**config.mk**
```make
export PLATFORM = sky130hd
export DESIGN_NAME = apb_master
export DESIGN_NICKNAME = d
export VERILOG_FILES = /design/src/rtl/apb_master.sv
export SDC_FILE = /design/constraint.sdc
export NUM_CORES = 1
export LEC_CHECK = 0
export CAP_MARGIN = 20
export CORE_ASPECT_RATIO = 0.5
export CORE_MARGIN = 4
export CORE_UTILIZATION = 40
export CTS_CLUSTER_DIAMETER = 150
export DETAILED_ROUTE_END_ITERATION = 8
export PLACE_DENSITY_LB_ADDON = 0.1
export SYNTH_ARGS = -nofsm -noshare
export SYNTH_HDL_FRONTEND = slang
export SYNTH_SLANG_ARGS = --single-unit
```
**constraint.sdc**
```tcl
create_clock -name clk -period 1.9 [get_ports clk]
set_input_delay 0.475 -clock clk [delete_from_list [all_inputs] [get_ports clk]]
set_output_delay 0.475 -clock clk [all_outputs]
set_load 0.1 [all_outputs]
```
**src/rtl/apb_master.sv**
```systemverilog
// Single-outstanding APB requester: valid/ready command in, APB SETUP/ACCESS out, one registered response per command.
// Optional ACCESS wait-state timeout is enabled by defining APB_MASTER_TIMEOUT_EN.
module apb_master #(
  parameter int DATA_WIDTH     = 16,
  parameter int ADDR_WIDTH     = 8,
  parameter int TIMEOUT_CYCLES = 64
) (
  input  logic                  clk,
  input  logic                  rst_n,
  input  logic                  cmd_valid,
  output logic                  cmd_ready,
  input  logic                  cmd_write,
  input  logic [ADDR_WIDTH-1:0] cmd_addr,
  input  logic [DATA_WIDTH-1:0] cmd_wdata,
  output logic                  rsp_valid,
  output logic [DATA_WIDTH-1:0] rsp_rdata,
  output logic                  rsp_err,
  output logic                  psel,
  output logic                  penable,
  output logic                  pwrite,
  output logic [ADDR_WIDTH-1:0] paddr,
  output logic [DATA_WIDTH-1:0] pwdata,
  input  logic                  pready,
  input  logic [DATA_WIDTH-1:0] prdata,
  input  logic                  pslverr
);

  typedef enum logic [1:0] {
    ST_IDLE   = 2'd0,
    ST_SETUP  = 2'd1,
    ST_ACCESS = 2'd2
  } state_t;

  state_t state_r;

  if (TIMEOUT_CYCLES < 1) begin : g_bad_timeout
    $error("apb_master: TIMEOUT_CYCLES must be at least 1");
  end

`ifdef APB_MASTER_TIMEOUT_EN
  localparam int CNT_W = $clog2(TIMEOUT_CYCLES + 1);
  logic [CNT_W-1:0] wait_cnt_r;
`endif

  // Transfer sequencer: every bus and response output is a register updated here.
  always_ff @(posedge clk or negedge rst_n) begin
    if (!rst_n) begin
      state_r   <= ST_IDLE;
      cmd_ready <= 1'b1;
      psel      <= 1'b0;
      penable   <= 1'b0;
      pwrite    <= 1'b0;
      paddr     <= {ADDR_WIDTH{1'b0}};
      pwdata    <= {DATA_WIDTH{1'b0}};
      rsp_valid <= 1'b0;
      rsp_rdata <= {DATA_WIDTH{1'b0}};
      rsp_err   <= 1'b0;
`ifdef APB_MASTER_TIMEOUT_EN
      wait_cnt_r <= {CNT_W{1'b0}};
`endif
    end else begin
      rsp_valid <= 1'b0;
      case (state_r)
        ST_IDLE: begin
          if (cmd_valid && cmd_ready) begin
            pwrite    <= cmd_write;
            paddr     <= cmd_addr;
            pwdata    <= cmd_wdata;
            psel      <= 1'b1;
            cmd_ready <= 1'b0;
            state_r   <= ST_SETUP;
          end else begin
            state_r   <= ST_IDLE;
          end
        end
        ST_SETUP: begin
          penable <= 1'b1;
          state_r <= ST_ACCESS;
`ifdef APB_MASTER_TIMEOUT_EN
          wait_cnt_r <= {CNT_W{1'b0}};
`endif
        end
        ST_ACCESS: begin
          // A completion on the same edge as the timeout limit takes priority.
          if (pready) begin
            rsp_valid <= 1'b1;
            rsp_err   <= pslverr;
            rsp_rdata <= (!pwrite && !pslverr) ? prdata : {DATA_WIDTH{1'b0}};
            psel      <= 1'b0;
            penable   <= 1'b0;
            cmd_ready <= 1'b1;
            state_r   <= ST_IDLE;
          end
`ifdef APB_MASTER_TIMEOUT_EN
          else if (wait_cnt_r == CNT_W'(TIMEOUT_CYCLES - 1)) begin
            rsp_valid <= 1'b1;
            rsp_err   <= 1'b1;
            rsp_rdata <= {DATA_WIDTH{1'b0}};
            psel      <= 1'b0;
            penable   <= 1'b0;
            cmd_ready <= 1'b1;
            state_r   <= ST_IDLE;
          end else begin
            wait_cnt_r <= wait_cnt_r + CNT_W'(1);
            state_r    <= ST_ACCESS;
          end
`else
          else begin
            state_r <= ST_ACCESS;
          end
`endif
        end
        default: begin
          psel      <= 1'b0;
          penable   <= 1'b0;
          cmd_ready <= 1'b1;
          state_r   <= ST_IDLE;
        end
      endcase
    end
  end

endmodule
```
==> qor.yml <==
run_status:
  status: "finished clean"
floorplan:
  io_pins: 92
  dieArea_um2: 6040
  die_h_um: 57.0
  rows: 17
  design.core.area_um2: 4510
  initial_core_util_pct: 42.6
  fp.dieW_um: 106
placed_design:
  gp_congestion: 0.689
  hpwl_um: 3450
  io_buffers: 91
synthesis:
  syn-instance-count: 142
  yosys.area.top_type_share_pct: 61.2
  synthFlopType: "dfrtp_1"
  ys_types: 19
  synthesis.nets: 188
  synth_area_leaders: "dfrtp_1, mux2_4, nand2_1"
  async_flop_share_pct: 100
  ys_seq_area_share_pct: 62.6
  ys_warn_count: 0
  syn_area_per_cell_um2: 13.5
  synth_top_cell_by_area: "dfrtp_1"
  syn_area_um2: 1920
  ys_ff_latch: 48
  synth_edf_count: 0
critical_path:
  critPathKind: "in2reg"
  endpoint: "pwdata[15]"
  cp_top_family: "buffers and inverters"
  required_ps: 2080
  critical_path.endpoint_type: "register"
  path_cells: "clkdlybuf4s50_1, nand2b_4, nor3b_4, buf_12, mux2_2"
  r2r_setup_slack_ps: 310
  worstPathArrival_ps: 1910
  path_buf_inv: 2
  slowest_delay_ps: 500
  cp.depth: 5
  crit_start: "cmd_valid"
  cp_max_fo: 15
  ff2ff_path_depth: 4
  reg2reg_from: "state_r[0]"
  slowest_stage: "clkdlybuf4s50_1"
  startpoint_type: "input pin"
  worstReg2RegEnd: "pwdata[15]"
cells_and_area:
  layout-drive-gt1-share_pct: 37.2
  fillers: 296
  nNetsFinal: 284
  area_growth_pct: 81.8
  antennaDiodeCount: 0
sta:
  min_period_ps: 1730
  finClkSkew_ps: 9.42
  grt_setup_unrepaired: "no"
  fmax_mhz: 578
  timing.setup.tns_ps: 0
  tightest_slew_ps: 567
  finalCritPeriodShare_pct: 91.1
  hold_viol: 0
  slew_violations: 0
  setup_viol: 0
  slew_headroom_pct: 62.2
  hold_slack_ps: 167
routing:
  drt-total-wl_um: 4460
  drc_errors: 0
  drtAntennaViolNets: 0
  vias: 1403
  drtIter0Drc: 26
  drtPass1Iterations: 4
  viasPerCell: 4.60
  wl_per_cell_um: 14.6
clocking:
  clock_path_buffers: 2
  worst_skew_pair.late_latency_ps: 290
  cts-root-buf: "clkbuf_8"
  clk_pin_slew_worst_paths_ps: 90
  cts.repair.resized: 0
  cts_sinks: 48
  postCtsSetupBuffers: 0
  cts_tree: "built"
  numCtsBuffers: 5
  postCtsHoldBufs: 0
  htree_num_levels: 2
power_and_ir_drop:
  leakage_nw: 1.58
  ir_drop_mv: 0.420
  cellPowerDensity_nw_per_um2: 534
hold_path:
  min_path_type: "in2async"
global_route:
  grt_pass1_vias: 1446
  grt_usage_pct: 15.5
  grt_overflow: 0
  grt_start_max_net_pins: 34
  antenna_found_initial: 0
  grt_first_pass_wirelength_um: 7280
run:
  maxCapViolCount: 0
## flip-flops by register name, summed over array words and instances, names as in the netlist
| name | cells |
|---|---|
| cmd_ready | 1 |
| paddr | 8 |
| penable | 1 |
| psel | 1 |
| pwdata | 16 |
| pwrite | 1 |
| rsp_err | 1 |
| rsp_rdata | 16 |
| rsp_valid | 1 |
| state_r | 2 |
## routing by layer
layer  global-route usage (%)  wire length, um
met1                     20.1             1870
met2                     25.3             2240
met3                     5.99              342
met4                     3.32               14
met5                        0                0
## cells by family (layout without fill, tap and decap cells)
| family | count (synthesis) | in the layout | synth area share, % |
|---|---|---|---|
| simple gates | 39 | 39 | 8.86 |
| compound gates | 20 | 20 | 5.47 |
| flops | 48 | 48 | 62.6 |
| buf+inv | 8 | 105 | 3.71 |
| mux | 27 | 27 | 19.3 |
## area by class of cell
cell class | instances | area [um^2] | share of cell area [%]
Multi-Input combinational cell | 86 | 653 | 18.7
Timing Repair Buffer | 96 | 1440 | 41.3
Tap cell | 66 | 82.6 | 2.37
Inverter | 1 | 3.75 | 0.108
Clock inverter | 2 | 35.0 | 1.00
Clock buffer | 6 | 72.6 | 2.08
Sequential cell | 48 | 1200 | 34.4
## cells in the mapped netlist (2+ instances only)
cell type / n
o21ai_0: 17
mux2_2: 9
dfrtp_1: 47
mux2_4: 18
clkbuf_1: 3
nor2_1: 3
nand2_1: 32
buf_12: 2
## worst min-delay path by stage
stage / cells past startpoint / to / startpoint / slack, ps
6_report: 1 / pwdata[7] / rst_n / 170
5_1_grt: 1 / pwdata[7] / rst_n / 200
4_1_cts: 1 / pwdata[15] / rst_n / 180
3_5_place_dp: 1 / pwdata[7] / rst_n / 500
3_3_place_gp: 1 / pwdata[7] / rst_n / 500
2_1_floorplan: 0 / paddr[0] / rst_n / 180
## cells in the final DEF (no fill, tap or decap), types with 2 or more instances in the layout
cell type	instances
nor2_1	3
dfrtp_1	47
clkdlybuf4s50_1	44
nand2_1	32
clkbuf_8	5
o21ai_0	17
buf_12	49
mux2_4	18
mux2_2	9
buf_4	2
## stage by stage
| step | instances | utilization, % | setup slack (ps) | power [mW] | cell area [um^2] |
|---|---|---|---|---|---|
| floorplan | 142 | - | 58.7 | 1.06 | 1920 |
| global placement | 297 | 75.0 | -134 | 1.18 | 3380 |
| detailed placement | 297 | 75.0 | -140 | 1.18 | 3380 |
| CTS | 305 | 77.4 | 163 | 1.89 | 3490 |
| global route | 305 | 77.4 | 126 | 1.95 | 3490 |
| finish | 305 | 77.4 | 169 | 1.87 | 3490 |
## where the power goes
part           switching [mW]  leakage [nW]  internal, mW
sequential                  0         0.667          1.02
combinational          0.0454         0.856        0.0904
clock                   0.318        0.0552         0.391
Note: power is estimated with default switching activity, not from simulation.
